<file path="src/rtl/bcd_conv_arbiter_pkg.sv">
// Shared types and helpers for the round-robin BCD conversion arbiter.
package bcd_pkg;

  localparam int BCD_DIGIT_W = 4;

  typedef enum logic [1:0] {
    S_IDLE = 2'd0,
    S_CONV = 2'd1,
    S_DONE = 2'd2
  } bcd_state_e;

  // Largest value representable in 'digits' decimal digits (10^digits - 1).
  function automatic longint unsigned max_dec(input int digits);
    longint unsigned v;
    v = 1;
    for (int i = 0; i < digits; i++) begin
      v = v * 10;
    end
    return v - 1;
  endfunction

endpackage

</file>
<file path="src/rtl/bcd_conv_arbiter_if.sv">
// Requester-side bus of the BCD conversion arbiter.
//
// Handshake: a requester raises req_i[k] and holds req_i[k] and its operand
// in data_i[k*DATA_W +: DATA_W] stable until ack_o[k] pulses for exactly one
// cycle. bcd_o/id_o/ovf_o are valid in that cycle and hold until the next
// ack. A request may be withdrawn before it is granted; once granted it is
// ignored until its ack.
interface bcd_conv_arbiter_if
  import bcd_pkg::*;
#(
  parameter int N_REQ  = 4,
  parameter int DATA_W = 20,
  parameter int DIGITS = 6
) ();

  localparam int ID_W = $clog2(N_REQ);

  logic [N_REQ-1:0]             req_i;
  logic [N_REQ*DATA_W-1:0]      data_i;
  logic [N_REQ-1:0]             ack_o;
  logic [BCD_DIGIT_W*DIGITS-1:0] bcd_o;
  logic [ID_W-1:0]              id_o;
  logic                         ovf_o;
  logic                         busy_o;
  bcd_state_e                   state_o;

  modport master (
    output req_i, data_i,
    input  ack_o, bcd_o, id_o, ovf_o, busy_o, state_o
  );

  modport slave (
    input  req_i, data_i,
    output ack_o, bcd_o, id_o, ovf_o, busy_o, state_o
  );

endinterface

</file>
<file path="src/rtl/bcd_conv_arbiter_dd_step.sv">
// One double-dabble iteration: add 3 to every BCD digit above 4, then shift
// the whole {digits, operand} register left by one bit.
module bcd_dd_step
  import bcd_pkg::*;
#(
  parameter int DATA_W = 20,
  parameter int DIGITS = 6
) (
  input  logic [DIGITS*BCD_DIGIT_W+DATA_W-1:0] i_sr,
  output logic [DIGITS*BCD_DIGIT_W+DATA_W-1:0] o_sr
);

  localparam int SR_W = DIGITS*BCD_DIGIT_W + DATA_W;

  logic [SR_W-1:0] w_adj;

  // Digit correction followed by the single-bit shift.
  always_comb begin
    w_adj = i_sr;
    for (int d = 0; d < DIGITS; d++) begin
      if (i_sr[DATA_W + d*BCD_DIGIT_W +: BCD_DIGIT_W] > 4'd4) begin
        w_adj[DATA_W + d*BCD_DIGIT_W +: BCD_DIGIT_W] =
          i_sr[DATA_W + d*BCD_DIGIT_W +: BCD_DIGIT_W] + 4'd3;
      end
    end
    o_sr = {w_adj[SR_W-2:0], 1'b0};
  end

endmodule

</file>
<file path="src/rtl/bcd_conv_arbiter.sv">
// Round-robin arbiter sharing one sequential double-dabble binary-to-BCD
// engine between N_REQ requesters.
// Optional build macro BCD_ARB_OVF_SAT_EN: when defined, an overflowing
// operand reports all-nines on bcd_o instead of the modulo result.
module bcd_conv_arbiter
  import bcd_pkg::*;
#(
  parameter int N_REQ  = 4,
  parameter int DATA_W = 20,
  parameter int DIGITS = 6
) (
  input  logic              clk,
  input  logic              rst,
  bcd_conv_arbiter_if.slave bus
);

  localparam int ID_W  = $clog2(N_REQ);
  localparam int SUM_W = ID_W + 1;
  localparam int BCD_W = DIGITS * BCD_DIGIT_W;
  localparam int SR_W  = BCD_W + DATA_W;
  localparam int CNT_W = $clog2(DATA_W + 1);
  localparam longint unsigned MAX_DEC = max_dec(DIGITS);

  bcd_state_e       r_state, w_state_nxt;
  logic [ID_W-1:0]  r_ptr, r_id, r_id_out;
  logic [ID_W-1:0]  w_off, w_win, w_ptr_nxt;
  logic [SUM_W-1:0] w_sum;
  logic [N_REQ-1:0] w_mask, w_req_m, w_req_rot;
  logic [CNT_W-1:0] r_cnt;
  logic [SR_W-1:0]  r_sr, w_sr_step;
  logic [DATA_W-1:0] r_operand, w_operand;
  logic [N_REQ-1:0] r_ack;
  logic [BCD_W-1:0] r_bcd, w_bcd_res;
  logic             r_ovf, w_ovf;
  logic             w_found, w_grant, w_step, w_finish;

  bcd_dd_step #(.DATA_W(DATA_W), .DIGITS(DIGITS)) u_step (
    .i_sr (r_sr),
    .o_sr (w_sr_step)
  );

  // Round-robin pick: rotate requests so the pointer is bit 0, take the
  // first set bit, rotate back. The requester just served is masked while
  // its ack is on the bus so it cannot be re-granted on the closing edge.
  always_comb begin
    w_mask = '0;
    if (r_state == S_DONE) begin
      w_mask = N_REQ'(1) << r_id;
    end
    w_req_m   = bus.req_i & ~w_mask;
    w_req_rot = N_REQ'({w_req_m, w_req_m} >> r_ptr);
    w_found   = 1'b0;
    w_off     = '0;
    for (int i = 0; i < N_REQ; i++) begin
      if (!w_found && w_req_rot[i]) begin
        w_found = 1'b1;
        w_off   = ID_W'(i);
      end
    end
    w_sum = {1'b0, r_ptr} + {1'b0, w_off};
    if (w_sum >= SUM_W'(N_REQ)) begin
      w_sum = w_sum - SUM_W'(N_REQ);
    end
    w_win     = w_sum[ID_W-1:0];
    w_ptr_nxt = (w_win == ID_W'(N_REQ-1)) ? '0 : w_win + 1'b1;
  end

  // Operand mux for the winning requester.
  always_comb begin
    w_operand = '0;
    for (int i = 0; i < N_REQ; i++) begin
      if (w_win == ID_W'(i)) begin
        w_operand = bus.data_i[i*DATA_W +: DATA_W];
      end
    end
  end

  // Overflow is judged on the latched operand; the digit field already
  // holds operand mod 10^DIGITS because carries out of the top digit drop.
  assign w_ovf = (64'(r_operand) > MAX_DEC);
`ifdef BCD_ARB_OVF_SAT_EN
  assign w_bcd_res = w_ovf ? {DIGITS{4'h9}} : r_sr[SR_W-1 -: BCD_W];
`else
  assign w_bcd_res = r_sr[SR_W-1 -: BCD_W];
`endif

  // FSM state register.
  always_ff @(posedge clk or negedge rst) begin
    if (!rst) r_state <= S_IDLE;
    else      r_state <= w_state_nxt;
  end

  // Next state and datapath strobes. CONV spends DATA_W cycles shifting and
  // one more cycle (counter == DATA_W) registering the result.
  always_comb begin
    w_state_nxt = r_state;
    w_grant     = 1'b0;
    w_step      = 1'b0;
    w_finish    = 1'b0;
    case (r_state)
      S_IDLE: begin
        if (w_found) begin
          w_grant     = 1'b1;
          w_state_nxt = S_CONV;
        end
      end
      S_CONV: begin
        if (r_cnt == CNT_W'(DATA_W)) begin
          w_finish    = 1'b1;
          w_state_nxt = S_DONE;
        end else begin
          w_step = 1'b1;
        end
      end
      S_DONE: begin
        if (w_found) begin
          w_grant     = 1'b1;
          w_state_nxt = S_CONV;
        end else begin
          w_state_nxt = S_IDLE;
        end
      end
      default: w_state_nxt = S_IDLE;
    endcase
  end

  // Datapath, pointer, counter and registered outputs.
  always_ff @(posedge clk or negedge rst) begin
    if (!rst) begin
      r_ptr     <= '0;
      r_id      <= '0;
      r_id_out  <= '0;
      r_cnt     <= '0;
      r_sr      <= '0;
      r_operand <= '0;
      r_ack     <= '0;
      r_bcd     <= '0;
      r_ovf     <= 1'b0;
    end else begin
      r_ack <= '0;
      if (w_grant) begin
        r_operand <= w_operand;
        r_id      <= w_win;
        r_sr      <= {{BCD_W{1'b0}}, w_operand};
        r_cnt     <= '0;
        r_ptr     <= w_ptr_nxt;
      end
      if (w_step) begin
        r_sr  <= w_sr_step;
        r_cnt <= r_cnt + 1'b1;
      end
      if (w_finish) begin
        r_ack    <= N_REQ'(1) << r_id;
        r_bcd    <= w_bcd_res;
        r_id_out <= r_id;
        r_ovf    <= w_ovf;
      end
    end
  end

  assign bus.ack_o   = r_ack;
  assign bus.bcd_o   = r_bcd;
  assign bus.id_o    = r_id_out;
  assign bus.ovf_o   = r_ovf;
  assign bus.busy_o  = (r_state != S_IDLE);
  assign bus.state_o = r_state;

endmodule

</file>
<file path="src/flat_wrapper.sv">
// flat-port wrapper written by rule: the top's interface ports become plain ports
module bcd_conv_arbiter_flat import bcd_pkg::*;
#(
  parameter int N_REQ  = 4,
  parameter int DATA_W = 20,
  parameter int DIGITS = 6
)
  (clk, rst, bus_req_i, bus_data_i, bus_ack_o, bus_bcd_o, bus_id_o, bus_ovf_o, bus_busy_o, bus_state_o);
  bcd_conv_arbiter_if #(.N_REQ(N_REQ), .DATA_W(DATA_W), .DIGITS(DIGITS)) bus_i ();
  input  logic clk;
  input  logic rst;
  input wire logic [$bits(bus_i.req_i)-1:0] bus_req_i;
  input wire logic [$bits(bus_i.data_i)-1:0] bus_data_i;
  output wire logic [$bits(bus_i.ack_o)-1:0] bus_ack_o;
  output wire logic [$bits(bus_i.bcd_o)-1:0] bus_bcd_o;
  output wire logic [$bits(bus_i.id_o)-1:0] bus_id_o;
  output wire logic [$bits(bus_i.ovf_o)-1:0] bus_ovf_o;
  output wire logic [$bits(bus_i.busy_o)-1:0] bus_busy_o;
  output wire logic [$bits(bus_i.state_o)-1:0] bus_state_o;
  assign bus_i.req_i = bus_req_i;
  assign bus_i.data_i = bus_data_i;
  assign bus_ack_o = bus_i.ack_o;
  assign bus_bcd_o = bus_i.bcd_o;
  assign bus_id_o = bus_i.id_o;
  assign bus_ovf_o = bus_i.ovf_o;
  assign bus_busy_o = bus_i.busy_o;
  assign bus_state_o = bus_i.state_o;
  bcd_conv_arbiter #(.N_REQ(N_REQ), .DATA_W(DATA_W), .DIGITS(DIGITS)) u_core (.clk(clk), .rst(rst), .bus(bus_i));
endmodule
</file>
<file path="config.mk">
export PLATFORM = sky130hd
export DESIGN_NAME = bcd_conv_arbiter_flat
export DESIGN_NICKNAME = d
export VERILOG_FILES = /design/src/rtl/bcd_conv_arbiter_pkg.sv /design/src/rtl/bcd_conv_arbiter_if.sv /design/src/rtl/bcd_conv_arbiter_dd_step.sv /design/src/rtl/bcd_conv_arbiter.sv /design/src/flat_wrapper.sv
export SDC_FILE = /design/constraint.sdc
export NUM_CORES = 1
export LEC_CHECK = 0
export ABC_AREA = 1
export CAP_MARGIN = 20
export CORE_MARGIN = 4
export CORE_UTILIZATION = 50
export CTS_CLUSTER_SIZE = 30
export DETAILED_ROUTE_END_ITERATION = 8
export PLACE_DENSITY = 0.86
export REMOVE_ABC_BUFFERS = 1
export SLEW_MARGIN = 20
export SYNTH_ARGS = -nofsm -noshare
export SYNTH_HDL_FRONTEND = slang
export SYNTH_SLANG_ARGS = --single-unit
</file>
<file path="constraint.sdc">
create_clock -name clk -period 4.3 [get_ports clk]
set_clock_uncertainty 0.15 [all_clocks]
set_input_delay 0.43 -clock clk [delete_from_list [all_inputs] [get_ports clk]]
set_output_delay 0.43 -clock clk [all_outputs]
set_load 0.01 [all_outputs]
</file>
Word level (Yosys, flattened, before mapping) --
Cells that the tools add are included. Widths: inputs -> output; s select.
Cells by class: $add $sub $neg 10, magnitude comparators 8, eq/ne operators 8, shift operators 2, mux-type cells 35, bitwise gates (word level) 2, reduce and logical (&&, ||, !) cells 12
Operators with widths (count):
- $mux 44 | 2
- $mux 20 | 4
- $mux 4 | 7
- $gt 4x3->1 const B | 6
- $add 4x2->4 const B | 5
- $gt 20x20->1 const B | 1
- $mux 1 | 12
- $mux 2 | 6
- $mux 5 | 2
- $shr 8x2->4 | 1
- $eq 2x2->1 const B | 3
- $pmux 2 s3 | 1
- $add 5x1->5 const B | 1
- $eq 5x5->1 const B | 1
- $and 4x4->4 | 1
- $eq 2x1->1 const B | 2
- $logic_not 2->1 | 2
- $ne 2x1->1 const B | 2
- $not 4->4 | 1
- $reduce_bool 2->1 | 2
- $shl 1x2->4 const A | 1
- $add 2x2->3 | 1
- $add 3x2->3 const B | 1
- $ge 3x3->1 const B | 1
- 7 further kinds | 11
Storage, ports and cells: flip-flop bits (word level) 106, input port bits 86, output and inout bits 34

Logic depth before layout (Yosys ltp) --
Gate-level depths: netlist (run 1).
depth in word-level cells 25, gate-level depth with buffers 27

Cells and area by module --
A second synthesis (run 1) with hierarchy kept.
Second synthesis, totals: cell total of the unflattened synthesis 888, area total of the unflattened synthesis 6358.6 um^2
By module, submodules not included:
- bcd_conv_arbiter | times used 1, cells an instance 698, area each 5405.2 um^2, sequential area each 2502.4 um^2
- bcd_dd_step | times used 1, cells an instance 190, area each 953.4 um^2, sequential area each 0.0 um^2

Worst setup path before layout (run 1) --
No wires, ideal clock.
kind register to register, start register u_core.r_state[1], in the netlist u_core.bus.state_o[1], end register u_core.r_sr[6], library setup time 0.066 ns, arrival 2.932 ns, path slack 1.152 ns, cell stages (with the launch flop) 26, period minus slack after synthesis 3.148 ns, path through dfrtp_1 inv_1 nor2_2 nand2_1 nand3_1 nand2_1 nand2_1 nand2_1 a21oi_1 nor2_1 ha_1 xor2_1 nand3b_1 nand2_1 inv_1 ha_1 nor2_1 clkbuf_1 nand2_1 nand2_1 o21ai_0 o21ai_0 nand2_1 nand2_1 nand2_1 nand2_1
Between the ends: longest elaborated chain between the ends 25, elaborated cells between the ends (all ways) 39, classes of those cells add/sub (2); order compare (1); eq/ne (5); shift (1); mux (18); bitwise (2); reduce/logical (10)
Ends and longest elaborated chain:
- start, declared | RTL line bcd_conv_arbiter.sv:24 | bcd_state_e r_state, w_state_nxt;
- start signal, assigned | RTL line bcd_conv_arbiter.sv:90 | else r_state <= w_state_nxt;
- $eq 2x2->1 * | RTL line bcd_conv_arbiter.sv:47 | if (r_state == S_DONE) begin
- $mux 4 * | RTL line bcd_conv_arbiter.sv:47
- $not 4->4 * | RTL line bcd_conv_arbiter.sv:50 | w_req_m = bus.req_i & ~w_mask;
- $and 4x4->4 * | RTL line bcd_conv_arbiter.sv:50
- $shr 8x2->4 * | RTL line bcd_conv_arbiter.sv:51 | w_req_rot = N_REQ'({w_req_m, w_req_m} >> r_ptr);
- $mux 1 | RTL line bcd_conv_arbiter.sv:55 | if (!w_found && w_req_rot[i]) begin
- $logic_not 1->1 | RTL line bcd_conv_arbiter.sv:55
- $logic_and 1x1->1 | RTL line bcd_conv_arbiter.sv:55
- [... 8 more ...]
- $ge 3x3->1 / $sub 2x1->2 (equally long branches) | RTL line bcd_conv_arbiter.sv:61, bcd_conv_arbiter.sv:62
- $mux 2 * | RTL line bcd_conv_arbiter.sv:61 | if (w_sum >= SUM_W'(N_REQ)) begin
- named net u_core.w_sum[1] | RTL line bcd_conv_arbiter.sv:27 | logic [SUM_W-1:0] w_sum;
- $logic_not 2->1 | RTL line bcd_conv_arbiter.sv:72 | if (w_win == ID_W'(i)) begin
- $mux 20 (3 in series) | RTL line bcd_conv_arbiter.sv:72
- $mux 20 * | RTL line bcd_conv_arbiter.sv:72
- $mux 44 * | RTL line bcd_conv_arbiter.sv:141 | if (w_grant) begin
- $mux 44 * | RTL line bcd_conv_arbiter.sv:148 | if (w_step) begin
- end signal, assigned | RTL line bcd_conv_arbiter.sv:144 | r_sr <= {{BCD_W{1'b0}}, w_operand};
- end signal, assigned | RTL line bcd_conv_arbiter.sv:149 | r_sr <= w_sr_step;
- end, declared | RTL line bcd_conv_arbiter.sv:30 | logic [SR_W-1:0] r_sr, w_sr_step;
Mark *: on every way through the listed nets, which the timed path passes. The rest lies on a longest branch. The select of a mux whose other input is x is not followed. A chain may end at the register's enable or synchronous reset.

Worst setup path after layout (run 1) --
start register u_core.r_state[1], in the netlist u_core.bus.state_o[1], end register u_core.r_sr[11]
The elaborated chain is that of the path after synthesis.

==> results.json, run 1 <==
{
  "die_h_um": 112.1,
  "cts_tree": "done",
  "drv_cap": 0,
  "cts_made_buffers": 9,
  "dp_hpwl_um": 8495,
  "grt_max_degree": 72,
  "crit_buf_inv": 4,
  "final-instance-count-excl-fill": 982,
  "critPathRequiredTime_ps": 4450,
  "dp_cells": 966,
  "rr_worst_depth": 25,
  "synth_top_area_share": 0.4615,
  "pwr_density_cell_nw_per_um2": 860.5,
  "cts.path.max_buffers": 2,
  "vias": 5003,
  "syn_area_per_cell_sq_um": 7.259,
  "dp_slack_ps": 594.3,
  "antenna_cells": 0,
  "crit_top_cell": "nand2_1",
  "drc": 0,
  "setup_violations": 0,
  "slew_viol_final": 0,
  "cts.hold.buffers_added": 0,
  "ys_types": 26,
  "cts-root-buf": "clkbuf_8",
  "htree_levels": 3,
  "slowest_stage": "dfrtp_1",
  "cts_resized": 0,
  "min_period_ps": 3564,
  "dieArea_sq_um": 12580,
  "critPathMaxStageDelay_ps": 420,
  "worstSetupStartpoint": "u_core.bus.state_o[1]",
  "period_share": 0.8289,
  "gp_congestion": 0.8376,
  "critical_path.max_fanout": 20,
  "startpoint_type": "flip-flop",
  "max_freq_mhz": 280.6,
  "tns_ps": 0,
  "critical_path.endpoint": "u_core.r_sr[11]",
  "clkTransAtPathRegs_ps": 100,
  "core_sq_um": 10460,
  "worst_skew_pair.late_latency_ps": 370,
  "yosysTopAreaCell": "dfrtp_1",
  "layout.nets": 940,
  "reg2reg_setup_slack_ps": 740,
  "yosysSeqAreaShare": 0.4615,
  "drtIter0Drc": 191,
  "cp-end-kind": "flip-flop",
  "syn_to_final_growth_pct": 25.66,
  "r2r-start": "u_core.bus.state_o[1]",
  "fp.dieW_um": 112.1,
  "finalWirelength_um": 12040,
  "fill_cells": 903,
  "grtUsageTotal": 0.1969,
  "synthesis.area_sq_um": 5423,
  "wl_per_cell_um": 12.26,
  "cp_num_cells": 25,
  "ys_ff_latch": 100,
  "postCtsSetupRepairBufs": 0,
  "portBuffers": 119,
  "grt_pass1_wl_um": 20960,
  "finalHoldViolCount": 0,
  "ys_warn_count": 0,
  "maxSlewHeadroom": 0.3013,
  "hold_class": "in -> async",
  "via_per_inst": 5.095,
  "fin_util": 0.6513,
  "finalInstanceArea_sq_um": 6814,
  "first_pass_iters": 4,
  "placed_area_sq_um": 6619,
  "cp_data_arrival_time_ps": 3710,
  "drive_above_1_share": 0.04492,
  "path_class": "reg -> reg",
  "overflow": 0,
  "final_cell_mix": "nand2_1 (307), clkdlybuf4s50_1 (118), dfrtp_1 (100)",
  "timing.rr.end": "u_core.r_sr[11]",
  "antenna_found_initial": 0,
  "start_util": 0.5183,
  "cellLeakagePower_uw": 0.003386,
  "rows": 37,
  "ant_nets": 0,
  "cts_sinks": 100,
  "tightestPinTransition_ps": 1047,
  "critPathTopFamily": "simple AND/OR/NAND/NOR gates",
  "vdd_drop_max_uv": 390.7,
  "status": "finished, final reports clean",
  "pin_count": 120,
  "grt_pass1_vias": 4767,
  "synth_cells": 747,
  "setup_ws_ps": 735.7,
  "yosys-top-cells-area": "dfrtp_1 (46%), nand2_1 (21%), o21ai_0 (8.0%)",
  "rsz0062_at_grt": "no",
  "final_common_cell": "nand2_1"
}
report_power, final:
| group | internal (uW) | leakage [uW] | switching [uW] |
|---|---|---|---|
| Sequential | 1360 | 0.00127 | 275 |
| Clock | 249 | 0.0000941 | 329 |
| Combinational | 1370 | 0.00202 | 2280 |
| Total | 2980 | 0.00339 | 2890 |
logic make-up after synthesis:
| kind of cell | Yosys count | synth area share |
|---|---|---|
| compound gates | 137 | 0.1308 |
| simple gates | 410 | 0.3062 |
| buf+inv | 86 | 0.06991 |
| fa+ha+maj | 13 | 0.03000 |
| xor+xnor | 1 | 0.001615 |
| flops | 100 | 0.4615 |
metal layers:
metal / up-vias / global-route usage / part of all wire
met3: 15 / 0.04259 / 0.061
met2: 140 / 0.3381 / 0.47
met1: 2254 / 0.2511 / 0.45
li1: 2594 / - / -
met4: 0 / 0.05689 / 0.014
met5: - / 0 / 0
per-stage QoR:
stage / power, uW / hold WS (ps)
2_1_floorplan: 4198 / -15.59
3_3_place_gp: 5240 / 305.0
3_5_place_dp: 5330 / 308.3
4_1_cts: 5923 / 56.96
5_1_grt: 6605 / 89.69
6_report: 5863 / 13.47
how the worst min path moves through the flow:
stage          slack, ps  cells after the start          startpoint                   to
6_report              10                      1                 rst  u_core.bus.ack_o[3]
5_1_grt               90                      1                 rst  u_core.bus.ack_o[3]
4_1_cts               60                      1                 rst  u_core.bus.ack_o[3]
3_5_place_dp         310                      2  u_core.bus.id_o[1]   u_core.bus.id_o[1]
3_3_place_gp         310                      2  u_core.bus.id_o[1]   u_core.bus.id_o[1]
2_1_floorplan        -20                      0                 rst  u_core.bus.ack_o[0]
flip-flops by register name (all words and copies together) (netlist names):
signal / flops
u_core.bus.state_o: 2
u_core.bus.ack_o: 4
u_core.r_cnt: 5
u_core.bus.bcd_o: 24
u_core.r_ptr: 2
u_core.bus.id_o: 2
u_core.bus.ovf_o: 1
u_core.r_operand: 14
u_core.r_sr: 44
u_core.r_id: 2
cells in the mapped netlist:
library cell	n
a22oi_1	1
nor2_1	20
clkbuf_1	24
nor2_2	2
nand2_2	1
inv_2	3
ha_1	13
inv_1	40
xor2_1	1
nor3_1	2
nand4_1	3
nand3_1	66
o31ai_1	2
buf_1	5
o211ai_1	5
or2_2	6
buf_4	3
dfrtp_1	100
a31o_2	1
buf_6	5
nand2_1	308
a21oi_1	41
buf_2	6
nor4_1	1
o21ai_0	87
nand3b_1	1
area by class of cell:
| type | count | area (sq um) | area share |
|---|---|---|---|
| clock buffers | 11 | 151.4 | 0.02222 |
| repair buffers | 126 | 1241 | 0.1822 |
| clock inverters | 5 | 43.79 | 0.006427 |
| inverters | 43 | 161.4 | 0.02369 |
| flip-flops and latches | 100 | 2502 | 0.3672 |
| multi-input cells | 561 | 2544 | 0.3733 |
| well taps | 136 | 170.2 | 0.02497 |
Note: power is estimated with default switching activity, not from simulation.
==> run 2: changes to the inputs <==
==> constraint.sdc (replaced) <==
create_clock -name clk -period 3.5 [get_ports clk]
set_clock_uncertainty 0.15 [all_clocks]
set_input_delay 0.35 -clock clk [delete_from_list [all_inputs] [get_ports clk]]
set_output_delay 0.35 -clock clk [all_outputs]
set_load 0.01 [all_outputs]
==> results.json, run 2 (synthesis gave the netlist of run 1 again) <==
{
  "status": "finished, final reports clean",
  "final_common_cell": "nand2_1",
  "clkTransAtPathRegs_ps": 90,
  "ff_latch_area_sq_um": 2505,
  "min_from": "u_core.bus.id_o[0]",
  "startpoint_type": "flip-flop",
  "cellLeakagePower_uw": 0.003517,
  "largest_reg_flops": 44,
  "max_freq_mhz": 293.8,
  "crit_buf_inv": 5,
  "period_share": 0.9724,
  "hold-path-cell-count": 2,
  "fill_cells": 846,
  "grtUsageTotal": 0.1993,
  "critPathMaxStageDelay_ps": 420,
  "fp.dieW_um": 112.1,
  "rows": 37,
  "finalWirelength_um": 13200,
  "wl_per_cell_um": 13.26,
  "dieArea_sq_um": 12580,
  "layout.nets": 953,
  "cts_tree": "done",
  "drc": 0,
  "vdd_drop_max_uv": 584.9,
  "gp_congestion": 0.8262,
  "pwr_density_cell_nw_per_um2": 1179,
  "hold_class": "reg -> reg",
  "drv_cap": 0,
  "grt_pass1_vias": 4834,
  "core_sq_um": 10460,
  "vias": 5225,
  "rr_worst_depth": 26,
  "cts-root-buf": "clkbuf_8",
  "path_class": "reg -> reg",
  "drtIter0Drc": 284,
  "crit_top_cell": "nand2_1",
  "start_util": 0.5183,
  "reg2reg_setup_slack_ps": 100,
  "first_pass_iters": 4,
  "antenna_cells": 0,
  "finalHoldViolCount": 0,
  "pin_count": 120,
  "setup_ws_ps": 96.43,
  "grt_pass1_wl_um": 21290,
  "syn_to_final_growth_pct": 32.05,
  "htree_levels": 3,
  "critical_path.max_fanout": 5,
  "multi_input_area_sq_um": 2644,
  "worstSetupStartpoint": "u_core.bus.state_o[1]",
  "critPathRequiredTime_ps": 3630,
  "dp_hpwl_um": 8737,
  "portBuffers": 119,
  "whs_ps": 325.8,
  "regMostFlops": "u_core.r_sr",
  "slowest_stage": "dfrtp_1",
  "cts.path.max_buffers": 2,
  "cts_made_buffers": 9,
  "die_h_um": 112.1,
  "antenna_found_initial": 0,
  "ant_nets": 0,
  "timing.rr.end": "u_core.r_sr[16]",
  "rsz0062_at_grt": "yes",
  "cts_sinks": 100,
  "cp-end-kind": "flip-flop",
  "min_period_ps": 3404,
  "critPathTopFamily": "simple AND/OR/NAND/NOR gates",
  "overflow": 0,
  "via_per_inst": 5.251,
  "slew_viol_final": 0,
  "drive_above_1_share": 0.09080,
  "setup_violations": 0,
  "hold_end": "u_core.bus.id_o[0]",
  "maxSlewHeadroom": 0.4561,
  "tightestPinTransition_ps": 815.8,
  "dp_slack_ps": -147.6,
  "worst_skew_pair.late_latency_ps": 350,
  "r2r-start": "u_core.bus.state_o[1]",
  "final_cell_mix": "nand2_1 (295), clkdlybuf4s50_1 (118), dfrtp_1 (98)",
  "cp_data_arrival_time_ps": 3540,
  "grt_max_degree": 87
}
run 2: changes by cell type in the layout (fill, tap and decap cells not counted), sizes merged:
cell	before	now
bufinv	0	2
clkbuf	11	13
dlygate4sd3	0	1
clkinv	1	2
inv	45	43
clkinvlp	2	1
buf	8	18
run 2: area by class of cell:
type,count,share of cell area
clock buffer,11,0.01974
clock inverter,5,0.01188
inverter,43,0.02254
multi-input combinational,561,0.3692
sequential,100,0.3498
tap,136,0.02376
timing repair buffer,139,0.2030
run 2: timing repair:
item	in CTS	in global routing
gates cloned	0	3
hold buffers	0	1
pin swaps	0	20
setup buffers	0	5
endpoints found under the hold margin	0	85
resized for setup	1	56
endpoints found under the setup margin	1	34
run 2: how the worst max path moves through the flow:
stage               depth (start not counted)         endpoint  slack [ps]
finish                                     26  u_core.r_sr[16]         100
floorplan                                  24  u_core.r_sr[10]        -250
global route                               25  u_core.r_sr[18]        -170
detailed placement                         23  u_core.r_sr[15]        -150
global placement                           23  u_core.r_sr[15]         -30
CTS                                        26  u_core.r_sr[15]          70
run 2: metrics by stage:
step	cell area (sq um)	util	power [uW]	TNS [ps]	std cells
finish	7161	0.6844	8441	0	995
global route	7161	0.6844	9274	-2164	995
CTS	6925	0.6619	7656	0	986
detailed placement	6699	0.6403	6828	-249.7	970
global placement	6699	0.6403	6704	-32.67	970
floorplan	5205	-	5157	-5967	704
run 2: worst min-delay path, cell delays in order (launching register included):
cell	delay (ps)
dfrtp_1	350
nand2_1	60
nand2_1	50
run 2: layer usage:
layer  routed length (um)  vias up  GRT usage  part of all wire
li1                     -     2627          -                 -
met1                 5801     2396     0.2596              0.44
met2                 6353      183     0.3425              0.48
met3                  840       19    0.03827             0.064
met4                  201        0    0.05208             0.015
met5                    0        -          0                 0
run 2: report_power, final:
part | switching (uW) | internal (uW) | total [uW]
logic | 3170 | 2420 | 5600
clock network | 391 | 426 | 816
registers | 359 | 1670 | 2030
==> run 3: changes to the inputs <==
--- a/config.mk
+++ b/config.mk
@@ -8,10 +8,10 @@
 export ABC_AREA = 1
 export CAP_MARGIN = 20
 export CORE_MARGIN = 4
-export CORE_UTILIZATION = 50
+export CORE_UTILIZATION = 51
 export CTS_CLUSTER_SIZE = 30
 export DETAILED_ROUTE_END_ITERATION = 8
-export PLACE_DENSITY = 0.86
+export PLACE_DENSITY = 0.88
 export REMOVE_ABC_BUFFERS = 1
 export SLEW_MARGIN = 20
 export SYNTH_ARGS = -nofsm -noshare
==> results.json, run 3 (synthesis gave the netlist of run 1 again) <==
{
  "rsz0062_at_grt": "yes",
  "grt_max_degree": 69,
  "overflow": 0,
  "largest_reg_flops": 44,
  "rows": 37,
  "drc": 0,
  "path_class": "reg -> reg",
  "dp_cells": 975,
  "status": "finished with violations",
  "slew_viol_final": 0,
  "cp_data_arrival_time_ps": 3670,
  "max_freq_mhz": 285.1,
  "final_common_cell": "nand2_1",
  "cts_sinks": 100,
  "worst_skew_pair.late_latency_ps": 370,
  "tightestPinTransition_ps": 868.0,
  "maxSlewHeadroom": 0.4214,
  "grtUsageTotal": 0.2085,
  "hold-path-cell-count": 2,
  "drv_cap": 0,
  "critPathRequiredTime_ps": 3660,
  "antenna_cells": 0,
  "critPathMaxStageDelay_ps": 490,
  "pin_count": 120,
  "ff_latch_area_sq_um": 2506,
  "cellLeakagePower_uw": 0.003525,
  "violations": "negative setup slack",
  "vdd_drop_max_uv": 769.4,
  "dp_hpwl_um": 8978,
  "multi_input_area_sq_um": 2693,
  "htree_levels": 3,
  "whs_ps": 338.4,
  "reg2reg_setup_slack_ps": -8,
  "portBuffers": 119,
  "cts_made_buffers": 9,
  "cts.path.max_buffers": 2,
  "syn_to_final_growth_pct": 32.42,
  "finalHoldViolCount": 0,
  "fp.dieW_um": 111.1,
  "cts-root-buf": "clkbuf_8",
  "r2r-start": "u_core.r_id[1]",
  "pwr_density_cell_nw_per_um2": 1172,
  "rr_worst_depth": 26,
  "gp_congestion": 0.8318,
  "wl_per_cell_um": 13.83,
  "regMostFlops": "u_core.r_sr",
  "grt_pass1_vias": 5186,
  "die_h_um": 111.1,
  "start_util": 0.5253,
  "dieArea_sq_um": 12350,
  "cp-end-kind": "flip-flop",
  "core_sq_um": 10320,
  "setup_ws_ps": -7.890,
  "final_cell_mix": "nand2_1 (292), clkdlybuf4s50_1 (118), dfrtp_1 (97)",
  "critical_path.max_fanout": 8,
  "grt_pass1_wl_um": 22000,
  "antenna_found_initial": 0,
  "drtIter0Drc": 331,
  "min_from": "u_core.r_operand[15]",
  "worstSetupStartpoint": "u_core.r_id[1]",
  "hold_class": "reg -> reg",
  "layout.nets": 958,
  "ant_nets": 0,
  "setup_violations": 2,
  "finalWirelength_um": 13830,
  "period_share": 1.002,
  "startpoint_type": "flip-flop",
  "slowest_stage": "dfrtp_2",
  "clkTransAtPathRegs_ps": 110,
  "cts_tree": "done",
  "drive_above_1_share": 0.1076,
  "min_period_ps": 3508,
  "final-instance-count-excl-fill": 1000,
  "via_per_inst": 5.350,
  "vias": 5350,
  "crit_top_cell": "nand2_1",
  "fin_util": 0.6956,
  "first_pass_iters": 6,
  "fill_cells": 833,
  "tns_ps": -10.95
}
==> run 3: cell types whose count changed in the layout (fill, tap and decap cells not counted), moves of 2 or more <==
| cell | change |
|---|---|
| o21ai_1 | -6 |
| nor2_1 | -2 |
| nand2_1 | -3 |
| nand2_4 | +2 |
| inv_6 | +2 |
| buf_12 | -2 |
| inv_8 | +2 |
| nor2_2 | +2 |
| o21ai_0 | +6 |
| bufinv_16 | -2 |
| buf_4 | +8 |
==> run 3: power breakdown <==
group / internal [uW] / switching, uW
logic: 2380 / 3280
registers: 1670 / 366
clock network: 277 / 442
==> run 3: cell type report <==
cell class,instances,area share
clock buffer,9,0.01725
clock inverter,7,0.009061
inverter,43,0.02283
multi-input combinational,561,0.3750
sequential,100,0.3490
tap,136,0.02370
timing repair buffer,144,0.2032
==> run 3: path summary, 6_finish.rpt <==
path	end
max	u_core.r_sr[12]
min	u_core.r_operand[15]
max reg2reg	u_core.r_sr[12]
min reg2reg	u_core.r_operand[15]
max in group asynchronous	u_core.r_operand[10]
min in group asynchronous	u_core.bus.bcd_o[3]
==> run 3: per-stage QoR <==
stage | instance area [sq um] | power, uW | setup WS [ps]
global placement | 6724 | 6704 | 24.49
CTS | 6923 | 7624 | 18.40
floorplan | 5205 | 5157 | -254.6
detailed placement | 6724 | 6892 | -96.01
finish | 7181 | 8417 | -7.890
global route | 7181 | 9274 | -271.1
==> run 3: worst max-delay path, delay by kind of cell, from the launching register on <==
family,cells,cell delay (ps)
simple gates,16,1500
fa+ha+maj,2,360
compound gates,3,400
xor+xnor,1,160
flops,1,490
buf+inv,4,390
==> run 3: what timing repair did <==
item / CTS / global route
hold endpoints to repair: 66 / 0
hold buffers: 1 / 0
buffers inserted: 0 / 5
endpoints found under the setup margin: 1 / 34
gates resized for setup: 1 / 63
cloned: 0 / 3
pin swaps: 0 / 27
==> run 3: metal layers <==
| layer | GRT usage | wire length, um | up-vias |
|---|---|---|---|
| met5 | 0 | 0 | - |
| met4 | 0.06650 | 297 | 0 |
| met3 | 0.03548 | 862 | 31 |
| met2 | 0.3786 | 6864 | 193 |
| met1 | 0.2517 | 5804 | 2495 |
| li1 | - | - | 2631 |
